## config.mk

```make
export PLATFORM = sky130hd
export DESIGN_NAME = led_fade_ctrl
export DESIGN_NICKNAME = d
export VERILOG_FILES = /design/src/rtl/led_fade_pkg.sv /design/src/rtl/led_fade_ctrl_tick_gen.sv /design/src/rtl/led_fade_ctrl.sv
export SDC_FILE = /design/constraint.sdc
export NUM_CORES = 1
export LEC_CHECK = 0
export CAP_MARGIN = 10
export CORE_ASPECT_RATIO = 1.25
export CORE_MARGIN = 5
export CORE_UTILIZATION = 43
export CTS_CLUSTER_SIZE = 25
export DETAILED_ROUTE_END_ITERATION = 6
export PLACE_DENSITY = 0.7
export SKIP_CTS_REPAIR_TIMING = 1
export SYNTH_ARGS = -nofsm -noshare
export SYNTH_HDL_FRONTEND = slang
export SYNTH_HIERARCHICAL = 1
export SYNTH_SLANG_ARGS = --single-unit
```

## constraint.sdc

```tcl
create_clock -name clk -period 5.4 [get_ports clk]
set_input_delay 1.08 -clock clk [delete_from_list [all_inputs] [get_ports clk]]
set_output_delay 1.08 -clock clk [all_outputs]
set_load 0.05 [all_outputs]
```

## src/rtl/led_fade_pkg.sv

```systemverilog
// Shared types and constants for the LED fade controller.
// Holds the state encoding, mode encodings and default duty width.
package led_fade_pkg;

  localparam int DEFAULT_DUTY_W = 8;

  localparam logic [1:0] MODE_BREATHE   = 2'd0;
  localparam logic [1:0] MODE_UP_ONCE   = 2'd1;
  localparam logic [1:0] MODE_DOWN_ONCE = 2'd2;
  localparam logic [1:0] MODE_SAW       = 2'd3;

  typedef enum logic [2:0] {
    ST_IDLE,
    ST_UP,
    ST_HOLD_H,
    ST_DOWN,
    ST_HOLD_L
  } state_e;

  // Counter width able to hold 0..n-1, never narrower than one bit.
  function automatic int unsigned cnt_width(input int unsigned n);
    return (n > 1) ? $clog2(n) : 1;
  endfunction

endpackage

```

## src/rtl/led_fade_ctrl_tick_gen.sv

```systemverilog
// Duty-step prescaler: counts 0..STEP_DIV-1 while run is high and flags
// the terminal count as a step; clr restarts the count from zero.
module fade_tick_gen
  import led_fade_pkg::*;
#(
  parameter int STEP_DIV = 500000
) (
  input  logic clk,
  input  logic rst_n,
  input  logic run,
  input  logic clr,
  output logic tick
);

  localparam int unsigned CW = cnt_width(STEP_DIV);
  localparam logic [CW-1:0] LAST = CW'(STEP_DIV - 1);

  if (STEP_DIV < 2) begin : g_step_div_chk
    $error("fade_tick_gen: STEP_DIV must be at least 2");
  end

  logic [CW-1:0] cnt;

  assign tick = run && !clr && (cnt == LAST);

  always_ff @(posedge clk) begin
    if (!rst_n) begin
      cnt <= '0;
    end else if (clr) begin
      cnt <= '0;
    end else if (run) begin
      cnt <= tick ? '0 : cnt + CW'(1);
    end
  end

endmodule

```

## src/rtl/led_fade_ctrl.sv

```systemverilog
// LED fade sequencer: walks a PWM duty value through breathe, one-shot
// ramp and sawtooth patterns, one duty step per prescaler period.
module led_fade_ctrl
  import led_fade_pkg::*;
#(
  parameter int STEP_DIV   = 500000,
  parameter int HOLD_STEPS = 64,
  parameter int DUTY_W     = DEFAULT_DUTY_W
) (
  input  logic              clk,
  input  logic              rst_n,
  input  logic              enable,
  input  logic              start,
  input  logic              stop,
  input  logic [1:0]        mode,
  output logic [DUTY_W-1:0] duty_out,
  output logic              busy,
  output logic              done,
  output logic              step_tick
);

  localparam int unsigned HW = cnt_width(HOLD_STEPS);
  localparam logic [HW-1:0] HOLD_LAST = HW'(HOLD_STEPS - 1);
  localparam logic [DUTY_W-1:0] DUTY_MAX = '1;

  if (HOLD_STEPS < 1) begin : g_hold_chk
    $error("led_fade_ctrl: HOLD_STEPS must be at least 1");
  end

  state_e            state, state_d;
  logic [DUTY_W-1:0] duty_d;
  logic [HW-1:0]     hold_cnt, hold_d;
  logic [1:0]        mode_q, mode_d;
  logic              done_d, tick_d;
  logic              clr, run, step;

  assign busy = (state != ST_IDLE);
  assign run  = busy && enable;

  fade_tick_gen #(
    .STEP_DIV(STEP_DIV)
  ) u_tick (
    .clk  (clk),
    .rst_n(rst_n),
    .run  (run),
    .clr  (clr),
    .tick (step)
  );

  always_comb begin
    state_d = state;
    duty_d  = duty_out;
    hold_d  = hold_cnt;
    mode_d  = mode_q;
    done_d  = 1'b0;
    tick_d  = 1'b0;
    clr     = 1'b0;

    if (stop) begin
      // Abort wins over everything, including a same-cycle start and enable=0.
      state_d = ST_IDLE;
      duty_d  = '0;
      hold_d  = '0;
      clr     = 1'b1;
    end else if (state == ST_IDLE) begin
      if (start && enable) begin
        mode_d = mode;
        clr    = 1'b1;
        hold_d = '0;
        if (mode == MODE_DOWN_ONCE) begin
          duty_d  = DUTY_MAX;
          state_d = ST_DOWN;
        end else begin
          duty_d  = '0;
          state_d = ST_UP;
        end
      end
    end else if (step) begin
      tick_d = 1'b1;
      case (state)
        ST_UP: begin
          if (duty_out == DUTY_MAX) begin
            case (mode_q)
              MODE_BREATHE: begin
                state_d = ST_HOLD_H;
                hold_d  = '0;
              end
              MODE_SAW: duty_d = '0;
              default: begin
                state_d = ST_IDLE;
                done_d  = 1'b1;
              end
            endcase
          end else begin
            duty_d = duty_out + DUTY_W'(1);
          end
        end
        ST_DOWN: begin
          if (duty_out == '0) begin
            if (mode_q == MODE_BREATHE) begin
              state_d = ST_HOLD_L;
              hold_d  = '0;
            end else begin
              state_d = ST_IDLE;
              done_d  = 1'b1;
            end
          end else begin
            duty_d = duty_out - DUTY_W'(1);
          end
        end
        ST_HOLD_H: begin
          if (hold_cnt == HOLD_LAST) begin
            state_d = ST_DOWN;
            hold_d  = '0;
          end else begin
            hold_d = hold_cnt + HW'(1);
          end
        end
        ST_HOLD_L: begin
          if (hold_cnt == HOLD_LAST) begin
            state_d = ST_UP;
            hold_d  = '0;
          end else begin
            hold_d = hold_cnt + HW'(1);
          end
        end
        default: state_d = ST_IDLE;
      endcase
    end
  end

  always_ff @(posedge clk) begin
    if (!rst_n) begin
      state     <= ST_IDLE;
      duty_out  <= '0;
      hold_cnt  <= '0;
      mode_q    <= MODE_BREATHE;
      done      <= 1'b0;
      step_tick <= 1'b0;
    end else begin
      state     <= state_d;
      duty_out  <= duty_d;
      hold_cnt  <= hold_d;
      mode_q    <= mode_d;
      done      <= done_d;
      step_tick <= tick_d;
    end
  end

endmodule

```

==> impl_metrics.ini <==
[status]
status = completed

[die]
floorplan.core_area_um2 = 5520
io_pins = 18
floorplan.die_area_um2 = 7360
starting_density_of_the_core = 0.447
floorplan.rows = 30
die-height_um = 94.7
chipWidth_um = 77.7

[placement]
place.port_buffers = 17
hpwl_after_detailed_placement_um = 4260
finalWeightedCongestion = 0.865
pre_cts_slack_ps = 1230
placed_cells = 361

[sta]
tightest_slew_ps = 935
timing.final.setup_violations = 0
timing.final.hold_violations = 0
setup-tns-final_ps = 0
period_minus_slack_ps = 3900
post-route-period-util = 0.722
worst_max_slew_margin_expressed_relative_to_the_limit = 0.376
max_freq_ghz = 0.257
grt_setup_unrepaired = false
layout_setup_ws_ps = 1500
timing_max_transition_violations_final = 0
finalClockSkew_ps = 6.51

[route]
routed_wirelength_um = 5800
drt-met1-wl_um = 2380
routed_via_count = 2308
drt_iter0_markers = 131
route.detailed.drc = 0
routed_wire_length_per_instance_um = 15.7
detailroute.wirelength.met2_um = 2970
tritonroute_pass_1_iters = 4
routed_via_density = 6.25
route.antenna.remaining_nets = 0
highest-signal-layer = met4
detailroute.wirelength.met3_um = 299

[finish]
final_core_util = 0.491
final_layout_size_suffix_gt1_frac = 0.0721
fillers = 536
finalNetCount = 318
flow.area_growth_from_synthesis_pct = 9.90
antenna_cells = 0
final_cell_count_no_fill = 369

[worst_setup_path]
crit_path_class = input pin to register
critical_path.cell_chain = clkdlybuf4s50_1, and2_1, and4_1, nand4_2, nor3_1, inv_1, mux2_2, a211oi_2, a21oi_1, a31o_2
crit_slowest_cell = sky130_fd_sc_hd__a211oi_2
worst-path-stages = 10
reg2regPathDepth = 11
critPathBufInv = 2
family_of_cells_with_the_greatest_summed_delay_on_the_critical_path = compound AO/OA/AOI/OAI gates
cp_max_fo = 16
cp_data_arrival_time_ps = 4090
cp.required_ps = 5590
timing.critical_path.slowest_cell_delay_ps = 740
critical_path.endpoint_type = register
critical_path.startpoint_type = input pin

[power_and_ir_drop]
seq_power_share = 0.530
combinationalPowerShare = 0.108
peak_supply_drop_mv = 0.116
fin_total_pwr_uw = 573
internal_power_uw = 424
powerDensity_nw_per_um2 = 211
total_leakage_power_uw = 0.000860
switching_share = 0.259
clock_power_share = 0.363
switching_power_uw = 149

[min_path]
holdPathStages = 2
hold_class = register to register

[clocking]
clockRootBuffer = sky130_fd_sc_hd__clkbuf_8
worst_skew_pair.late_latency_ps = 290
clockBufferDepth = 2
clock_tree_from_tritoncts = yes
cts_max_level = 2
cts_num_sinks = 40
path_clk_slew_ps = 80
numCtsBuffers = 5

[grt]
globalRouteTotalUtil = 0.160
grt_antenna_before_repair = 0
grt_start_max_net_pins = 20
first_global_vias = 2130
grt_first_pass_wirelength_um = 9640
gr-total-overflow = 0

[logic_synthesis]
synth-async-reset-ratio = 0
mappedNetlistNets = 315
synth_ff_type = sky130_fd_sc_hd__dfxtp_1
post_synth_instance_area_um2 = 2460
yosysWarningCount = 6
synth.distinct_cells = 58
gate_count_of_the_mapped_netlist = 301
synth-seq-area-share = 0.325
post_synth.cell_area_avg_um2 = 8.19
synth-edff-count = 0
yosys_register_bits = 40

[job]
drv.max_cap_violation_count = 0
power groups by stage:
stage	sequential, uW	combinational (uW)	clock (uW)
finish	304	61.6	208
global route	304	67.2	226
CTS	303	61.7	215
detailed placement	310	61.4	0
global placement	310	60.5	0
floorplan	312	41.9	0
cell families (layout without fill, tap and decap cells):
kind of cell | Yosys count | in the layout | synth area share
compound gates | 71 | 71 | 0.209
xor+xnor | 14 | 14 | 0.0497
fa+ha+maj | 7 | 7 | 0.0355
buf+inv | 31 | 35 | 0.0558
flops | 40 | 40 | 0.325
mux | 5 | 5 | 0.0208
simple gates | 133 | 133 | 0.304
cells in the mapped netlist (4+ instances only):
| library cell | n | share of area |
|---|---|---|
| sky130_fd_sc_hd__dfxtp_1 | 40 | 0.32 |
| sky130_fd_sc_hd__nor2_1 | 24 | 0.037 |
| sky130_fd_sc_hd__nand2_1 | 21 | 0.032 |
| sky130_fd_sc_hd__nand3_1 | 20 | 0.041 |
| sky130_fd_sc_hd__o21ai_0 | 15 | 0.030 |
| sky130_fd_sc_hd__a21oi_1 | 14 | 0.028 |
| sky130_fd_sc_hd__clkbuf_1 | 11 | 0.017 |
| sky130_fd_sc_hd__inv_1 | 10 | 0.015 |
| sky130_fd_sc_hd__or3_1 | 9 | 0.023 |
| sky130_fd_sc_hd__buf_2 | 8 | 0.016 |
| sky130_fd_sc_hd__ha_1 | 7 | 0.036 |
| sky130_fd_sc_hd__nor3_1 | 7 | 0.014 |
| sky130_fd_sc_hd__or4_1 | 7 | 0.021 |
| sky130_fd_sc_hd__xnor2_1 | 7 | 0.025 |
| sky130_fd_sc_hd__xor2_1 | 7 | 0.025 |
| sky130_fd_sc_hd__nand4_1 | 6 | 0.015 |
| sky130_fd_sc_hd__o31ai_1 | 6 | 0.018 |
| sky130_fd_sc_hd__nand2b_1 | 5 | 0.013 |
| sky130_fd_sc_hd__a31oi_1 | 4 | 0.010 |
| sky130_fd_sc_hd__mux2i_1 | 4 | 0.016 |
| sky130_fd_sc_hd__nor2b_1 | 4 | 0.010 |
| sky130_fd_sc_hd__nor3b_1 | 4 | 0.012 |
| sky130_fd_sc_hd__o211ai_1 | 4 | 0.012 |
| sky130_fd_sc_hd__o311ai_0 | 4 | 0.014 |
cells in the final DEF (no fill, tap or decap), types with 6 or more instances in the layout:
master,count
sky130_fd_sc_hd__nand2_1,21
sky130_fd_sc_hd__clkdlybuf4s50_1,17
sky130_fd_sc_hd__o31ai_1,6
sky130_fd_sc_hd__a21oi_1,14
sky130_fd_sc_hd__xnor2_1,7
sky130_fd_sc_hd__clkbuf_8,6
sky130_fd_sc_hd__nand4_1,6
sky130_fd_sc_hd__o21ai_0,15
sky130_fd_sc_hd__nor3_1,7
sky130_fd_sc_hd__nor2_1,24
sky130_fd_sc_hd__or3_1,9
sky130_fd_sc_hd__or4_1,7
sky130_fd_sc_hd__nand3_1,20
sky130_fd_sc_hd__inv_1,10
sky130_fd_sc_hd__ha_1,7
sky130_fd_sc_hd__dfxtp_1,40
sky130_fd_sc_hd__xor2_1,7
metal layers:
| layer | track usage | vias up |
|---|---|---|
| li1 | - | 1131 |
| met1 | 0.183 | 1098 |
| met2 | 0.280 | 65 |
| met3 | 0.0353 | 14 |
| met4 | 0.0716 | 0 |
| met5 | 0 | - |
stage by stage:
| step | hold slack, ps | area (um2) |
|---|---|---|
| 4_1_cts | 502 | 2710 |
| 5_1_grt | 531 | 2710 |
| 2_1_floorplan | 458 | 2460 |
| 6_report | 496 | 2710 |
| 3_5_place_dp | 488 | 2620 |
| 3_3_place_gp | 480 | 2620 |
registers in the layout, summed over array words and instances, names as in the netlist:
register and cells:
done 1, duty_out 8, hold_cnt 6, mode_q 2, u_tick/cnt 19, step_tick 1
state 3
final cells by class:
cell class,count,area (um2),area share
clock buffers,7,86.3,0.0319
multi-input cells,230,1530,0.564
flip-flops and latches,40,801,0.296
repair buffers,17,170,0.0628
well taps,64,80.1,0.0296
clock inverters,1,7.51,0.00277
inverters,10,37.5,0.0139
path summary, 6_finish.rpt:
kind / from / endpoint / slack [ps]
hold reg to reg: u_tick/cnt[18]$_SDFFE_PP0P_ / u_tick/cnt[18]$_SDFFE_PP0P_ / 500
hold / removal: u_tick/cnt[18]$_SDFFE_PP0P_ / u_tick/cnt[18]$_SDFFE_PP0P_ / 500
setup reg to reg: state[1]$_SDFFE_PP0P_ / duty_out[6]$_SDFFE_PP0P_ / 1580
setup / recovery: enable / duty_out[6]$_SDFFE_PP0P_ / 1500
worst register-to-register path: cells and delay by family (launching register included):
kind                   cells  cell delay, ps
buffers and inverters      2             440
DFF                        1             600
muxes                      1             300
AOI/OAI and AO/OA          3            1120
and+or+nand+nor            5            1260
No activity file was read; power rests on OpenSTA's default activity.
